`src/rtl/spec_acc_pkg.sv`:
```
// Shared types and default widths for the spectrum-accumulation sequencer.
// SPEC_ACC_GAP_EN adds the GAP state used for idle cycles between frames.
package spec_acc_pkg;

  localparam int CNT_W_DEF = 16;
  localparam int LEN_W_DEF = 24;

  typedef enum logic [2:0] {
    ST_IDLE  = 3'd0,
    ST_ARM   = 3'd1,
    ST_ACCUM = 3'd2,
`ifdef SPEC_ACC_GAP_EN
    ST_GAP   = 3'd3,
`endif
    ST_HOLD  = 3'd4
  } state_e;

endpackage

```
`src/rtl/spec_acc_sequencer_if.sv`:
```
// Control/status bundle between the host register block (master) and the sequencer (slave).
// SPEC_ACC_GAP_EN adds the gap_len configuration field.
interface spec_acc_sequencer_if import spec_acc_pkg::*; #(
  parameter int CNT_W = CNT_W_DEF,
  parameter int LEN_W = LEN_W_DEF
);
  // start/abort are level requests sampled each clock; there is no ready. A start
  // is taken only in IDLE/HOLD with abort low, and its outcome shows one cycle
  // later as busy (accepted) or err_cfg (rejected config).
  logic             start;
  logic             abort;
  logic [LEN_W-1:0] frame_len;
  logic [CNT_W-1:0] num_frames;
`ifdef SPEC_ACC_GAP_EN
  logic [LEN_W-1:0] gap_len;
`endif
  logic             capture_en;
  logic             spec_acc_done;
  logic [CNT_W-1:0] frames_done;
  logic             busy;
  logic             done;
  logic             err_cfg;
  state_e           dbg_state;

  modport master (
`ifdef SPEC_ACC_GAP_EN
    output gap_len,
`endif
    output start, abort, frame_len, num_frames,
    input  capture_en, spec_acc_done, frames_done, busy, done, err_cfg, dbg_state
  );

  modport slave (
`ifdef SPEC_ACC_GAP_EN
    input  gap_len,
`endif
    input  start, abort, frame_len, num_frames,
    output capture_en, spec_acc_done, frames_done, busy, done, err_cfg, dbg_state
  );

endinterface

```
`src/rtl/spec_acc_frame_timer.sv`:
```
// Loadable down-counter shared by the ACCUM and GAP phases. tc is high while the
// count is zero; tc_next is the value tc takes after the coming edge.
module spec_acc_frame_timer #(
  parameter int LEN_W = 24
) (
  input  logic             clk,
  input  logic             rst,
  input  logic             load,
  input  logic             en,
  input  logic [LEN_W-1:0] load_val,
  output logic             tc,
  output logic             tc_next
);

  logic [LEN_W-1:0] count_q, count_d;
  logic             tc_q, tc_d;

  always_comb begin
    count_d = count_q;
    if (load) begin
      count_d = load_val;
    end else if (en && (count_q != '0)) begin
      count_d = count_q - LEN_W'(1);
    end
    tc_d = (count_d == '0);
  end

  always_ff @(posedge clk or posedge rst) begin
    if (rst) begin
      count_q <= '0;
      tc_q    <= 1'b1;
    end else begin
      count_q <= count_d;
      tc_q    <= tc_d;
    end
  end

  assign tc      = tc_q;
  assign tc_next = tc_d;

endmodule

```
`src/rtl/spec_acc_sequencer.sv`:
```
// Spectrum-accumulation sequencer: ARM clears the pulse counter, then num_frames
// frames of frame_len cycles run with a done pulse per frame. Optional SPEC_ACC_GAP_EN.
module spec_acc_sequencer import spec_acc_pkg::*; #(
  parameter int CNT_W = CNT_W_DEF,
  parameter int LEN_W = LEN_W_DEF
) (
  input  logic                 clk,
  input  logic                 rst,
  spec_acc_sequencer_if.slave  bus
);

  state_e           state_q, state_d;
  logic [LEN_W-1:0] len_q, len_d;
  logic [CNT_W-1:0] num_q, num_d;
  logic [CNT_W-1:0] frames_done_q, frames_done_d;
  logic             capture_en_q, capture_en_d;
  logic             spec_acc_done_q, spec_acc_done_d;
  logic             busy_q, busy_d;
  logic             done_q, done_d;
  logic             err_cfg_q, err_cfg_d;
`ifdef SPEC_ACC_GAP_EN
  logic [LEN_W-1:0] gap_q, gap_d;
`endif

  logic             tmr_load, tmr_en, tmr_tc, tmr_tc_next;
  logic [LEN_W-1:0] tmr_val;
  logic             cfg_ok;

  spec_acc_frame_timer #(.LEN_W(LEN_W)) u_timer (
    .clk      (clk),
    .rst      (rst),
    .load     (tmr_load),
    .en       (tmr_en),
    .load_val (tmr_val),
    .tc       (tmr_tc),
    .tc_next  (tmr_tc_next)
  );

  assign cfg_ok = (bus.frame_len != '0) && (bus.num_frames != '0);

  // Next-state and configuration logic; the timer is loaded with length-1 so its
  // terminal count lands on the last cycle of the phase.
  always_comb begin
    state_d       = state_q;
    len_d         = len_q;
    num_d         = num_q;
    frames_done_d = frames_done_q;
    done_d        = 1'b0;
    err_cfg_d     = 1'b0;
    tmr_load      = 1'b0;
    tmr_en        = 1'b0;
    tmr_val       = len_q - LEN_W'(1);
`ifdef SPEC_ACC_GAP_EN
    gap_d         = gap_q;
`endif
    case (state_q)
      ST_IDLE, ST_HOLD: begin
        if (bus.abort) begin
          state_d = ST_IDLE;
        end else if (bus.start) begin
          if (cfg_ok) begin
            state_d       = ST_ARM;
            len_d         = bus.frame_len;
            num_d         = bus.num_frames;
            frames_done_d = '0;
`ifdef SPEC_ACC_GAP_EN
            gap_d         = bus.gap_len;
`endif
          end else begin
            err_cfg_d = 1'b1;
          end
        end
      end
      ST_ARM: begin
        if (bus.abort) begin
          state_d = ST_IDLE;
        end else begin
          state_d  = ST_ACCUM;
          tmr_load = 1'b1;
        end
      end
      ST_ACCUM: begin
        if (bus.abort) begin
          state_d = ST_IDLE;
        end else if (tmr_tc) begin
          frames_done_d = frames_done_q + CNT_W'(1);
          if ((frames_done_q + CNT_W'(1)) == num_q) begin
            state_d = ST_HOLD;
            done_d  = 1'b1;
          end else begin
`ifdef SPEC_ACC_GAP_EN
            if (gap_q != '0) begin
              state_d = ST_GAP;
              tmr_val = gap_q - LEN_W'(1);
            end
`endif
            tmr_load = 1'b1;
          end
        end else begin
          tmr_en = 1'b1;
        end
      end
`ifdef SPEC_ACC_GAP_EN
      ST_GAP: begin
        if (bus.abort) begin
          state_d = ST_IDLE;
        end else if (tmr_tc) begin
          state_d  = ST_ACCUM;
          tmr_load = 1'b1;
        end else begin
          tmr_en = 1'b1;
        end
      end
`endif
      default: state_d = ST_IDLE;
    endcase
  end

  // Status outputs are decoded from the next state so they are registered
  // alongside it and line up with the state they describe.
  always_comb begin
    capture_en_d    = (state_d != ST_IDLE) && (state_d != ST_ARM);
    busy_d          = (state_d != ST_IDLE) && (state_d != ST_HOLD);
    spec_acc_done_d = (state_d == ST_ACCUM) && tmr_tc_next;
  end

  always_ff @(posedge clk or posedge rst) begin
    if (rst) begin
      state_q         <= ST_IDLE;
      len_q           <= '0;
      num_q           <= '0;
      frames_done_q   <= '0;
      capture_en_q    <= 1'b0;
      spec_acc_done_q <= 1'b0;
      busy_q          <= 1'b0;
      done_q          <= 1'b0;
      err_cfg_q       <= 1'b0;
`ifdef SPEC_ACC_GAP_EN
      gap_q           <= '0;
`endif
    end else begin
      state_q         <= state_d;
      len_q           <= len_d;
      num_q           <= num_d;
      frames_done_q   <= frames_done_d;
      capture_en_q    <= capture_en_d;
      spec_acc_done_q <= spec_acc_done_d;
      busy_q          <= busy_d;
      done_q          <= done_d;
      err_cfg_q       <= err_cfg_d;
`ifdef SPEC_ACC_GAP_EN
      gap_q           <= gap_d;
`endif
    end
  end

  assign bus.capture_en    = capture_en_q;
  assign bus.spec_acc_done = spec_acc_done_q;
  assign bus.frames_done   = frames_done_q;
  assign bus.busy          = busy_q;
  assign bus.done          = done_q;
  assign bus.err_cfg       = err_cfg_q;
  assign bus.dbg_state     = state_q;

endmodule

```
`src/flat_wrapper.sv`:
```
// flat-port wrapper written by rule: the top's interface ports become plain ports
module spec_acc_sequencer_flat import spec_acc_pkg::*;
#(
  parameter int CNT_W = CNT_W_DEF,
  parameter int LEN_W = LEN_W_DEF
)
  (clk, rst, bus_start, bus_abort, bus_frame_len, bus_num_frames, bus_capture_en, bus_spec_acc_done, bus_frames_done, bus_busy, bus_done, bus_err_cfg, bus_dbg_state);
  spec_acc_sequencer_if #(.CNT_W(CNT_W), .LEN_W(LEN_W)) bus_i ();
  input  logic clk;
  input  logic rst;
  input wire logic [$bits(bus_i.start)-1:0] bus_start;
  input wire logic [$bits(bus_i.abort)-1:0] bus_abort;
  input wire logic [$bits(bus_i.frame_len)-1:0] bus_frame_len;
  input wire logic [$bits(bus_i.num_frames)-1:0] bus_num_frames;
  output wire logic [$bits(bus_i.capture_en)-1:0] bus_capture_en;
  output wire logic [$bits(bus_i.spec_acc_done)-1:0] bus_spec_acc_done;
  output wire logic [$bits(bus_i.frames_done)-1:0] bus_frames_done;
  output wire logic [$bits(bus_i.busy)-1:0] bus_busy;
  output wire logic [$bits(bus_i.done)-1:0] bus_done;
  output wire logic [$bits(bus_i.err_cfg)-1:0] bus_err_cfg;
  output wire logic [$bits(bus_i.dbg_state)-1:0] bus_dbg_state;
  assign bus_i.start = bus_start;
  assign bus_i.abort = bus_abort;
  assign bus_i.frame_len = bus_frame_len;
  assign bus_i.num_frames = bus_num_frames;
  assign bus_capture_en = bus_i.capture_en;
  assign bus_spec_acc_done = bus_i.spec_acc_done;
  assign bus_frames_done = bus_i.frames_done;
  assign bus_busy = bus_i.busy;
  assign bus_done = bus_i.done;
  assign bus_err_cfg = bus_i.err_cfg;
  assign bus_dbg_state = bus_i.dbg_state;
  spec_acc_sequencer #(.CNT_W(CNT_W), .LEN_W(LEN_W)) u_core (.clk(clk), .rst(rst), .bus(bus_i));
endmodule
```
`config.mk`:
```
export PLATFORM = sky130hd
export DESIGN_NAME = spec_acc_sequencer_flat
export DESIGN_NICKNAME = d
export VERILOG_FILES = /design/src/rtl/spec_acc_pkg.sv /design/src/rtl/spec_acc_sequencer_if.sv /design/src/rtl/spec_acc_frame_timer.sv /design/src/rtl/spec_acc_sequencer.sv /design/src/flat_wrapper.sv
export SDC_FILE = /design/constraint.sdc
export NUM_CORES = 1
export LEC_CHECK = 0
export ABC_CLOCK_PERIOD_IN_PS = 6800
export CAP_MARGIN = 10
export CORE_MARGIN = 10
export CORE_UTILIZATION = 25
export DETAILED_ROUTE_END_ITERATION = 12
export HOLD_SLACK_MARGIN = 0.08
export SYNTH_ARGS = -nofsm -noshare
export SYNTH_HDL_FRONTEND = slang
export SYNTH_SLANG_ARGS = --single-unit
export TNS_END_PERCENT = 20
```
`constraint.sdc`:
```
create_clock -name clk -period 6.8 [get_ports clk]
set_input_delay 1.02 -clock clk [delete_from_list [all_inputs] [get_ports clk]]
set_output_delay 1.02 -clock clk [all_outputs]
set_load 0.01 [all_outputs]
```
# Yosys cells after proc, flatten, opt, wreduce, memory -nomap -nowiden
# Index checks and enable logic that the tools add are counted.
# word_totals
reg_bits	89
latchBits	0
ramBits	0
romBits	0
inputBits	44
output_inout_bits	24
n_memories	0
# classes
add_sub_neg	3
mul	0
div_mod_pow	0
magnitude_cmp	0
n_eq_ne	12
n_shift	0
n_mux	32
bitwise_logic	1
n_reduce_logical	15
# ops
operator	n
$mux W16	5
$mux W24	2
$reduce_bool A24 Y1	2
$sub A24 B1 Y24 const B	2
$pmux W16 S2	1
$logic_not A24 Y1	1
$mux W3	6
$add A16 B1 Y16 const B	1
$eq A16 B16 Y1	1
$reduce_bool A16 Y1	1
$mux W1	15
$pmux W3 S3	1
$ne A2 B2 Y1 const B	4
$eq A3 B2 Y1 const B	2
$reduce_and A6 Y1	1
$logic_and A1 B1 Y1	5
$reduce_and A4 Y1	1
$eq A3 B1 Y1 const B	1
$eq A3 B3 Y1 const B	1
$logic_not A3 Y1	1
$ne A3 B1 Y1 const B	1
$ne A3 B3 Y1 const B	1
$reduce_bool A3 Y1	1
$mux W2	1
other kinds (5)	5

# Longest topological paths before layout
# Gate-level depths: netlist (run 1).
# logic_depth
depth_word	9
depth_mapped	11

# Cells and area by module
# From an unflattened synthesis (run 1), not the netlist that was laid out.
# unflattened
hier_cells	609
hier_area_um2	5280.1
# by_module_without_submodules
module	instances	cells_each	area_each_um2
spec_acc_sequencer	1	431	3588.4
spec_acc_frame_timer	1	178	1691.6

# Worst setup path before layout (run 1)
# Ideal clock, no wire load.
# synth_path
path_type	input -> register
from	in bus_abort
to	reg u_core.u_timer.count_q[8]
setup_ns	0.125
arrival_time_ns	2.857
required_time_ns	6.675
setup_slack_ns	3.819
path_stages	6
n_path_buf	0
path_cell_list	or4b_2 > nor4_2 > o21ai_2 > or3_2 > xnor2_1 > mux2_2
# synth_between
elab_chain_cells	5
word_cells_on_any_way	8
classes_between	mux: 7; reduce/logical: 1
# synth_lines
item	line	text
from (decl)	flat_wrapper.sv:12	input wire logic [$bits(bus_i.abort)-1:0] bus_abort;
$mux W1	spec_acc_sequencer.sv:83	if (bus.abort) begin
$mux W1	spec_acc_sequencer.sv:56	case (state_q)
$logic_and A1 B1 Y1	spec_acc_frame_timer.sv:22	end else if (en && (count_q != '0)) begin
$mux W24	spec_acc_frame_timer.sv:22	
$mux W24 *	spec_acc_frame_timer.sv:20	if (load) begin
net u_core.u_timer.count_d[8]	spec_acc_frame_timer.sv:15	logic [LEN_W-1:0] count_q, count_d;
to (signal assigned)	spec_acc_frame_timer.sv:33	count_q <= count_d;
to (decl)	spec_acc_frame_timer.sv:15	
# The timed path passes the listed nets; every way through them passes the cells marked *.
# A chain may end at the register's enable or synchronous reset.

# Final worst setup path (run 1)
# layout_path
from	in bus_abort
to	reg u_core.spec_acc_done_q, in the netlist u_core.bus.spec_acc_done
# layout_between
elab_chain_cells	7
word_cells_on_any_way	15
classes_between	eq/ne: 1; mux: 11; reduce/logical: 3
# layout_lines
item	line	text
$mux W1	spec_acc_sequencer.sv:83	
$mux W1	spec_acc_sequencer.sv:56	
$logic_and A1 B1 Y1	spec_acc_frame_timer.sv:22	
$mux W24	spec_acc_frame_timer.sv:22	
$mux W24	spec_acc_frame_timer.sv:20	
$logic_not A24 Y1	spec_acc_frame_timer.sv:25	tc_d = (count_d == '0);
$logic_and A1 B1 Y1 *	spec_acc_sequencer.sv:124	spec_acc_done_d = (state_d == ST_ACCUM) && tmr_tc_next;
net u_core.spec_acc_done_d	spec_acc_sequencer.sv:17	logic spec_acc_done_q, spec_acc_done_d;
to (signal assigned)	spec_acc_sequencer.sv:147	spec_acc_done_q <= spec_acc_done_d;
to (decl)	spec_acc_sequencer.sv:17	
# Marks and branches as above.

==> results by stage, run 1 <==
Synth:
- Sorting the synthesized cells by area gives the leading types as sky130_fd_sc_hd__dfrtp_1, sky130_fd_sc_hd__nand2_1, sky130_fd_sc_hd__xnor2_1.
- After technology mapping, the gate count stands at 690.
- The Yosys step of the flow raised 0 warnings.
- In this run, synthesis produced a sequential element count of 89.
- The number of enable-type register cells in the synthesized netlist is 0.
- The mean instance size in the synthesized netlist is 8.44 µm².
- The share of the yosys chip area belonging to registers is 38.2%.
- The post-synth design cell area is 5830 µm².
- The primary flip-flop cell chosen by synthesis mapping is sky130_fd_sc_hd__dfrtp_1.
- The cell accounting for the most synthesized area is sky130_fd_sc_hd__dfrtp_1.
- Synthesis produced a netlist with a net count of 738.
- Summed over its instances, the top area cell type makes up 37.8% of the synthesized netlist area.
- The fraction of synthesis flops using an asynchronous set or reset pin is 100%.
- The number of distinct standard cells referenced by the synthesized netlist is 72.

Global route:
- The first global-routing pass estimated 27,000 µm of wire.
- The total overflow left after global routing is 0.
- Entering global routing, the biggest net connects 78 pins.
- The layer flagged by global routing as most heavily used is met2.
- The met3 capacity usage during global routing is 2.03%.
- The via count of the first global-routing pass is 4,907.
- The initial antenna violation count is 0.
- The met2 demand-to-capacity share in global routing is 16.7%.
- Global routing used 15.1% of the available met1 tracks.
- The total routing resource utilization after global routing is 10.9%.

Setup path:
- The required time at the endpoint of the critical path is 7.05 ns.
- The delay of the slowest cell on the worst path is 0.72 ns.
- The worst setup path is of the input pin to flip-flop kind.
- The top fanout value on the critical path is 6.
- The worst setup path startpoint is bus_abort.
- The family with the most delay on the worst path is simple AND/OR/NAND/NOR gates.
- The startpoint identified for the worst register-to-register timing path is u_core.bus.frames_done[0].
- The worst setup path is launched from an input pin.
- The buffering stage count on the worst path with inverters included is 1.
- The cell with the biggest individual delay on the critical path is sky130_fd_sc_hd__or4b_2.
- The worst setup path is captured at a flip-flop.
- Data arrives at the worst endpoint at 3.99 ns.
- The signal on the critical path passes through clkdlybuf4s50_1, or4b_2, nor4_2, nand3_1, xor2_1, o2111ai_1, nor3_1, o31ai_1, a211oi_2.

Final layout:
- The post-route netlist has 6.35% of its cells at a drive strength greater than 1.
- Cells fill 31.0% of the core in the end.
- In the final design database the tool counted 783 nets.
- The multi-input logic area is 3350 µm².
- The number of inserted filler cells in the final layout is 2,426.
- The number of inserted diodes is 0.
- In the final layout, flip-flops and latches occupy 2230 µm².
- After the flow finishes, the layout carries non-filler instances totaling 1,053.
- The area growth from synthesis to layout is 21.0%.

Drt:
- For this block, the routed nets add up to 16,200 µm of wire.
- For this run, design rule violations remaining after detail routing come to 0.
- The first-pass iteration count of the detailed router is 5.
- The detail-routed net length per standard cell is 15.4 µm.
- Once detail routing completed, the nets flagged for antenna violations numbered 0.
- The post-detailed-route via-to-cell ratio is 4.79.
- The vias after detailed routing is 5,042.
- For this block, the initial DRC count from the detailed router was 449.

STA:
- Setup violations remaining at the end of the flow were counted as 0.
- For the final routed database, the setup TNS stands at 0 ns.
- Derived from the worst setup path, the maximum achievable clock frequency is 267 MHz.
- After layout, the worst path uses 55.0% of the clock period.
- After layout, the worst setup slack is 3.06 ns.
- The final count of pins violating max slew came to 0.
- Setup repair after global routing left no endpoint under its margin.
- The worst slew margin relative to its limit is 29.5%.
- The transition time of the tightest slew-check pin is 1.05 ns.
- Clock skew on the completed layout was measured at 0.00868 ns.
- After layout, the minimum clock period comes to 3.74 ns.
- The final hold violation count is 0.

Die:
- The initial utilization of the core area, before any placement, comes to 25.6%.
- The initialized floorplan defines 55 standard-cell rows.
- The number of I/O pins is 68.
- In this run the standard cell core region covers 22,800 µm².
- The horizontal die dimension is 173 µm.
- The floorplan step defined a die boundary enclosing 29,800 µm².
- The y dimension of the die is 173 µm.

Placement:
- The weighted congestion reported at the end of routability-driven placement is 0.871.
- The post-DP HPWL is 12,300 µm.
- Counting tap cells, the placed design contains a total of 1,037 instances.
- The count of buffers from port buffering is 67.
- The minimum setup slack after placement is 2.76 ns.

CTS:
- The clock latency on the worst-skew pair is 0.34 ns.
- Counting along the longest clock path gives a buffer depth of 2.
- The total setup buffers inserted after CTS is 0.
- The clock drives 89 sinks.
- Post-CTS repair changed the size of 0 cells.
- In this run, post-CTS hold repair placed 0 buffers.
- The clock-pin slew on the worst setup and hold paths is 0.06 ns.
- The clock tree root buffer cell is sky130_fd_sc_hd__clkbuf_16.
- The CTS tree is yes.
- TritonCTS created 9 clock buffers.
- The clock tree synthesis step divided the H-tree into 3 levels.

Hold path:
- The critical hold path startpoint is u_core.len_q[23].
- The kind of path behind the tightest hold check is flip-flop to flip-flop.

Power and ir drop:
- For this design the total switching power over the nets is 0.000650 W.
- The part of the power in combinational logic is 28.4%.
- The internal power is 0.00123 W.
- The share of total power dissipated in sequential elements is 42.3%.
- The highest ir drop seen on vdd is 0.000120 V.
- The total power per unit cell area is 266 nW/µm².
- The static leakage power is 2.88 nW.
- Of the total power, the share spent switching nets is 34.7%.
- Of the total power, the clock network draws 29.4%.

Flow run:
- The tool flagged a number of max-cap violations equal to 0.

Status:
- The run finished with clean final reports.
-- power by group through the flow --
stage | clock (W) | sequential, W | combinational, W
2_1_floorplan | 0 | 0.000739 | 0.000435
3_3_place_gp | 0 | 0.000794 | 0.000519
3_5_place_dp | 0 | 0.000798 | 0.000525
4_1_cts | 0.000561 | 0.000789 | 0.000529
5_1_grt | 0.000584 | 0.000813 | 0.000593
6_report | 0.000551 | 0.000792 | 0.000532
-- cells in the mapped netlist, drive strengths merged, types with 6 or more instances --
master and count:
nand3b 6, buf 13, and4 7, inv 16, xor2 22, or2 7, nor3 25, nor4 25
nor3b 12, o21ai 35, a31oi 7, clkbuf 24, nor2b 6, xnor2 46, mux2i 24, nand2 150
nand3 15, nand4 15, o31ai 7, a21oi 17, dfrtp 88, nor2 50
-- per-layer routing --
layer  share of wire (%)  wire (µm)
met5                   0          0
met4                 1.2        197
met3                 4.3        702
met2                  45       7310
met1                  49       8020
-- worst paths after layout --
check / end / slack [ns] / cells after the start
worst max-delay path: u_core.bus.spec_acc_done / 3.06 / 9
worst min-delay path: u_core.len_q[23] / 0.50 / 2
worst max register to register: u_core.u_timer.count_q[8] / 3.37 / 10
worst min register to register: u_core.len_q[23] / 0.50 / 2
max in group asynchronous: u_core.bus.dbg_state[0] / 4.67 / 3
min in group asynchronous: u_core.len_q[4] / 0.91 / 2
-- worst register-to-register path, delay by kind of cell (launching register included) --
kind | cells | cell delay (ns)
buffers and inverters | 1 | 0.38
AO/OA/AOI/OAI | 3 | 0.51
AND/OR/NAND/NOR | 4 | 1.13
multiplexers | 1 | 0.40
adder cells (fa/ha/maj) | 1 | 0.38
flip-flops | 1 | 0.51
-- kinds of logic (layout without fill, tap and decap cells) --
family | Yosys count | count (layout) | share of synthesized area, %
simple gates | 351 | 351 | 30.5
compound gates | 100 | 100 | 11.6
flops | 89 | 89 | 38.2
xor+xnor | 68 | 68 | 10.2
buf+inv | 53 | 103 | 4.34
mux | 25 | 25 | 4.32
fa+ha+maj | 4 | 4 | 0.859
-- cell type report --
class                      instances  share of cell area (%)
multi-input combinational        548                    47.4
inverter                          16                   0.869
clock inverter                     2                   0.852
sequential                        89                    31.6
tap                              313                    5.55
timing repair buffer              71                    9.94
clock buffer                      14                    3.74
-- through the flow --
step                      cell area, µm²  hold slack (ns)  power (W)
final                               7050            0.502    0.00188
after global routing                7050            0.528    0.00199
after CTS                           7050            0.504    0.00188
after detailed placement            6730            0.488    0.00132
after global placement              6730            0.484    0.00131
after floorplan                     5830            0.465    0.00117
-- flip-flops by register name (all words and copies together), names as in the netlist --
signal,cells
u_core.bus.err_cfg,1
u_core.bus.busy,1
u_core.u_timer.count_q,24
u_core.len_q,24
u_core.bus.done,1
u_core.bus.frames_done,16
u_core.u_timer.tc,1
u_core.bus.spec_acc_done,1
u_core.bus.capture_en,1
u_core.bus.dbg_state,3
u_core.num_q,16
-- cells in the final DEF (no fill, tap or decap), types with 6 or more instances in the layout --
cell type,count
sky130_fd_sc_hd__and4_1,6
sky130_fd_sc_hd__a21oi_1,17
sky130_fd_sc_hd__nor2_1,50
sky130_fd_sc_hd__clkdlybuf4s50_1,67
sky130_fd_sc_hd__nand3b_1,6
sky130_fd_sc_hd__nand2_1,150
sky130_fd_sc_hd__a31oi_1,7
sky130_fd_sc_hd__clkbuf_16,9
sky130_fd_sc_hd__nor4_1,24
sky130_fd_sc_hd__o31ai_1,7
sky130_fd_sc_hd__nand3_1,14
sky130_fd_sc_hd__xor2_1,22
sky130_fd_sc_hd__o21ai_0,32
sky130_fd_sc_hd__nor2b_1,6
sky130_fd_sc_hd__xnor2_1,46
sky130_fd_sc_hd__dfrtp_1,88
sky130_fd_sc_hd__nor3b_1,10
sky130_fd_sc_hd__nor3_1,23
sky130_fd_sc_hd__inv_1,15
sky130_fd_sc_hd__or2_2,7
sky130_fd_sc_hd__mux2i_1,24
sky130_fd_sc_hd__nand4_1,15
Note: power is estimated with default switching activity, not from simulation.
==> run 2: changes to the inputs <==
--- a/config.mk
+++ b/config.mk
@@ -5,7 +5,7 @@
 export SDC_FILE = /design/constraint.sdc
 export NUM_CORES = 1
 export LEC_CHECK = 0
-export ABC_CLOCK_PERIOD_IN_PS = 6800
+export ABC_CLOCK_PERIOD_IN_PS = 3100
 export CAP_MARGIN = 10
 export CORE_MARGIN = 10
 export CORE_UTILIZATION = 25
==> constraint.sdc (replaced) <==
create_clock -name clk -period 3.1 [get_ports clk]
set_input_delay 0.465 -clock clk [delete_from_list [all_inputs] [get_ports clk]]
set_output_delay 0.465 -clock clk [all_outputs]
set_load 0.01 [all_outputs]
==> run 2 against run 1 <==
- setup slack lost 2.8 ns
- non-clock buffer count up 33
- power increased by 110%
- clock power is 85% higher
- sequential power grew 120%
- register-to-register slack got worse by 3.1 ns
- critical endpoint unchanged
- flip-flop and latch count unchanged
- cell area up 3.4%
- sequential share of layout area down 1.0 points
- largest power group unchanged
- global-route usage grew 0.26 points
==> results by stage, run 2 (same netlist as run 1, synthesis figures left out) <==
Power and ir drop:
- Per report_power, the clock group accounts for 25.4% of the total.
- Net switching is 36.3% of the power.
- The share of total power dissipated in combinational logic is 31.7%.
- The highest ir drop seen on vdd is 0.000313 V.
- The sequential share of power is 42.9%.
- The internal power is 0.00256 W.
- The static leakage power is 3.02 nW.
- The power dissipated by switching net loads is 0.00145 W.
- The total power per unit cell area is 550 nW/µm².

Hold path:
- The startpoint identified for the worst hold timing path is u_core.num_q[11].
- The path with the worst hold slack has its endpoint at u_core.num_q[11].
- Counting instances, the worst hold path has a depth of 2.
- In this run the worst hold path is classified as flip-flop to flip-flop.

CTS:
- At the later pin of the worst-skew pair, clock insertion delay measures 0.35 ns.
- For this design, the sink count on the clock tree is 89.
- The number of buffers on the longest clock path is 2.
- After clock tree synthesis, the clock-pin slew on the worst setup and hold paths is 0.06 ns.
- The number of gates resized after CTS was 0.
- The cell sitting at the root of the clock tree is a sky130_fd_sc_hd__clkbuf_16.
- In this run the number of H-tree levels came out at 3.
- TritonCTS built the clock tree.
- The hold-fix buffer count after cts is 0.
- TritonCTS created 9 clock buffers.
- The total setup buffers inserted after CTS is 0.

Placement:
- The placed cell count is 1,070.
- During placement, the flow inserted port buffers numbering 67.
- The weighted congestion reported at the end of routability-driven placement is 0.860.
- Once detailed placement completed, the half-perimeter wirelength came to 12,900 µm.

Die:
- Pin placement for this block handled 68 I/O pins.
- The y dimension of the die is 173 µm.
- The die covers 29,800 µm².
- The horizontal die dimension is 173 µm.
- The standard-cell row count is 55.
- The initial core utilization is 25.6%.
- The floorplan step defined a core boundary enclosing 22,800 µm².

Final layout:
- Of the cells placed in the final design, the portion with a size suffix greater than 1 is 10.4%.
- For this run, the number of standard cells in the final layout without fillers is 1,085.
- The largest registers in the layout are u_core.len_q: 24 flops, u_core.u_timer.count_q: 24 flops.
- The library cells used most frequently in the layout, excluding fill and tap cells, are sky130_fd_sc_hd__nand2_1, sky130_fd_sc_hd__dfrtp_1, sky130_fd_sc_hd__clkdlybuf4s50_1, sky130_fd_sc_hd__nor2_1, sky130_fd_sc_hd__xnor2_1.
- The number of antenna diodes in the final layout is 0.
- The most frequent standard cell in the layout excluding fill and tap cells is sky130_fd_sc_hd__nand2_1.
- The area added between synthesis and finish is 25.1%.
- The layout net count is 816.
- The utilization after layout is 32.0%.

STA:
- The final hold violation count came to 0.
- In this run the tightest slew margin relative to its limit is 43.6%.
- The upper clock frequency limit is 348 MHz.
- The final count of pins violating max slew is 0.
- The worst path needs 2.87 ns of the cycle, external delays included.
- Setup violations remaining at the end of the flow were counted as 0.
- Between clock sinks in the finished design, the worst skew comes to 0.00710 ns.
- After layout, the worst path uses 92.6% of the clock period.
- Setup repair after global routing left no endpoint under its margin.
- At the pin with the least slew margin, the transition time is 0.845 ns.

Setup path:
- The worst setup path is launched from a flip-flop.
- At the worst endpoint, the arrival time is 3.13 ns.
- For the worst setup path, the data required time is 3.36 ns.
- The delay of the slowest cell on the worst path is 0.57 ns.
- The critical path class is flip-flop to flip-flop.
- In this run the critical register-to-register path is captured at u_core.bus.spec_acc_done.
- The kind of end point of the critical path is a flip-flop.
- The signal on the critical path passes through or4_4, or3b_1, nor3_1, nor3b_2, o221ai_1, nor3_1, o31ai_1, a211oi_2.
- By instance count, the cell type seen most on the critical path is sky130_fd_sc_hd__nor3_1.
- The worst register-to-register path has a setup slack of 0.23 ns.
- The cell with the biggest individual delay on the critical path is sky130_fd_sc_hd__or4_4.
- Of all nets on the critical path, the largest fanout is 6.
- The worst register-to-register path has a depth of 8.
- The launching point of the worst reg2reg path is u_core.u_timer.count_q[6].

Drt:
- After detailed routing, the average wire length per cell comes to 15.3 µm.
- In this run, the number of DRC markers left after iteration 0 of detailed routing was 333.
- The antenna violation net count after detailed routing is 0.
- The vias after detailed routing is 5,222.
- The first-pass iteration count of the detailed router is 5.
- The DRC violations left is 0.
- Using the TritonRoute via totals, the vias-per-cell ratio works out to 4.81.
- The wire length after detailed routing is 16,600 µm.

Status:
- The run finished with clean final reports.

Global route:
- The initial antenna violation count was 0.
- The first global-routing pass estimated 27,500 µm of wire.
- Global routing used 11.1% of the available tracks.
- The via count of the first global-routing pass is 5,126.
- Entering global routing, the biggest net connects 48 pins.
- Global routing finished with a remaining overflow of 0.

Flow run:
- Max-cap violations in this run came to 0.
-- run 2: routing by layer --
layer / routed length (µm) / global-route usage, % / vias up / share of wire, %
met5: 0 / 0 / - / 0
met4: 286 / 4.46 / 0 / 1.7
met3: 589 / 2.13 / 14 / 3.5
met2: 7570 / 17.2 / 99 / 46
met1: 8150 / 14.9 / 2518 / 49
li1: - / - / 2591 / -
-- run 2: stage by stage --
step	setup TNS [ns]	power, W	hold slack (ns)	worst slack, ns	area, µm²
2_1_floorplan	0	0.00258	0.465	0.330	5830
3_3_place_gp	0	0.00298	0.480	0.0344	7030
3_5_place_dp	-0.0399	0.00300	0.486	-0.0399	7030
6_report	0	0.00401	0.501	0.229	7290
4_1_cts	0	0.00404	0.502	0.226	7290
5_1_grt	0	0.00427	0.524	0.0145	7290
-- run 2: worst max path at each step --
stage,from,endpoint,slack [ns],cells past startpoint
after CTS,u_core.u_timer.count_q[6],u_core.bus.spec_acc_done,0.23,8
after floorplan,rst,u_core.bus.busy,0.33,1
after global routing,u_core.u_timer.count_q[6],u_core.bus.spec_acc_done,0.01,8
after detailed placement,bus_abort,u_core.bus.spec_acc_done,-0.04,9
final,u_core.u_timer.count_q[6],u_core.bus.spec_acc_done,0.23,8
after global placement,bus_abort,u_core.bus.spec_acc_done,0.03,9
-- run 2: area by class of cell --
class | count | area (µm²)
clock buffer | 13 | 250
clock inverter | 2 | 15.0
fill | 2370 | 15500
inverter | 16 | 61.3
multi-input combinational | 548 | 3350
sequential | 89 | 2230
tap | 313 | 392
timing repair buffer | 104 | 998
-- run 2: worst max-delay path, delay by kind of cell (launching register included) --
| kind | cells | cell delay (ns) |
|---|---|---|
| and+or+nand+nor | 5 | 1.88 |
| AOI/OAI and AO/OA | 3 | 0.48 |
| DFF | 1 | 0.43 |
-- run 2: power by group through the flow --
stage	clock network [W]	logic [W]	registers (W)
6_report	0.00102	0.00127	0.00172
5_1_grt	0.00109	0.00142	0.00177
4_1_cts	0.00105	0.00127	0.00171
3_5_place_dp	0	0.00127	0.00173
3_3_place_gp	0	0.00125	0.00173
2_1_floorplan	0	0.000953	0.00162
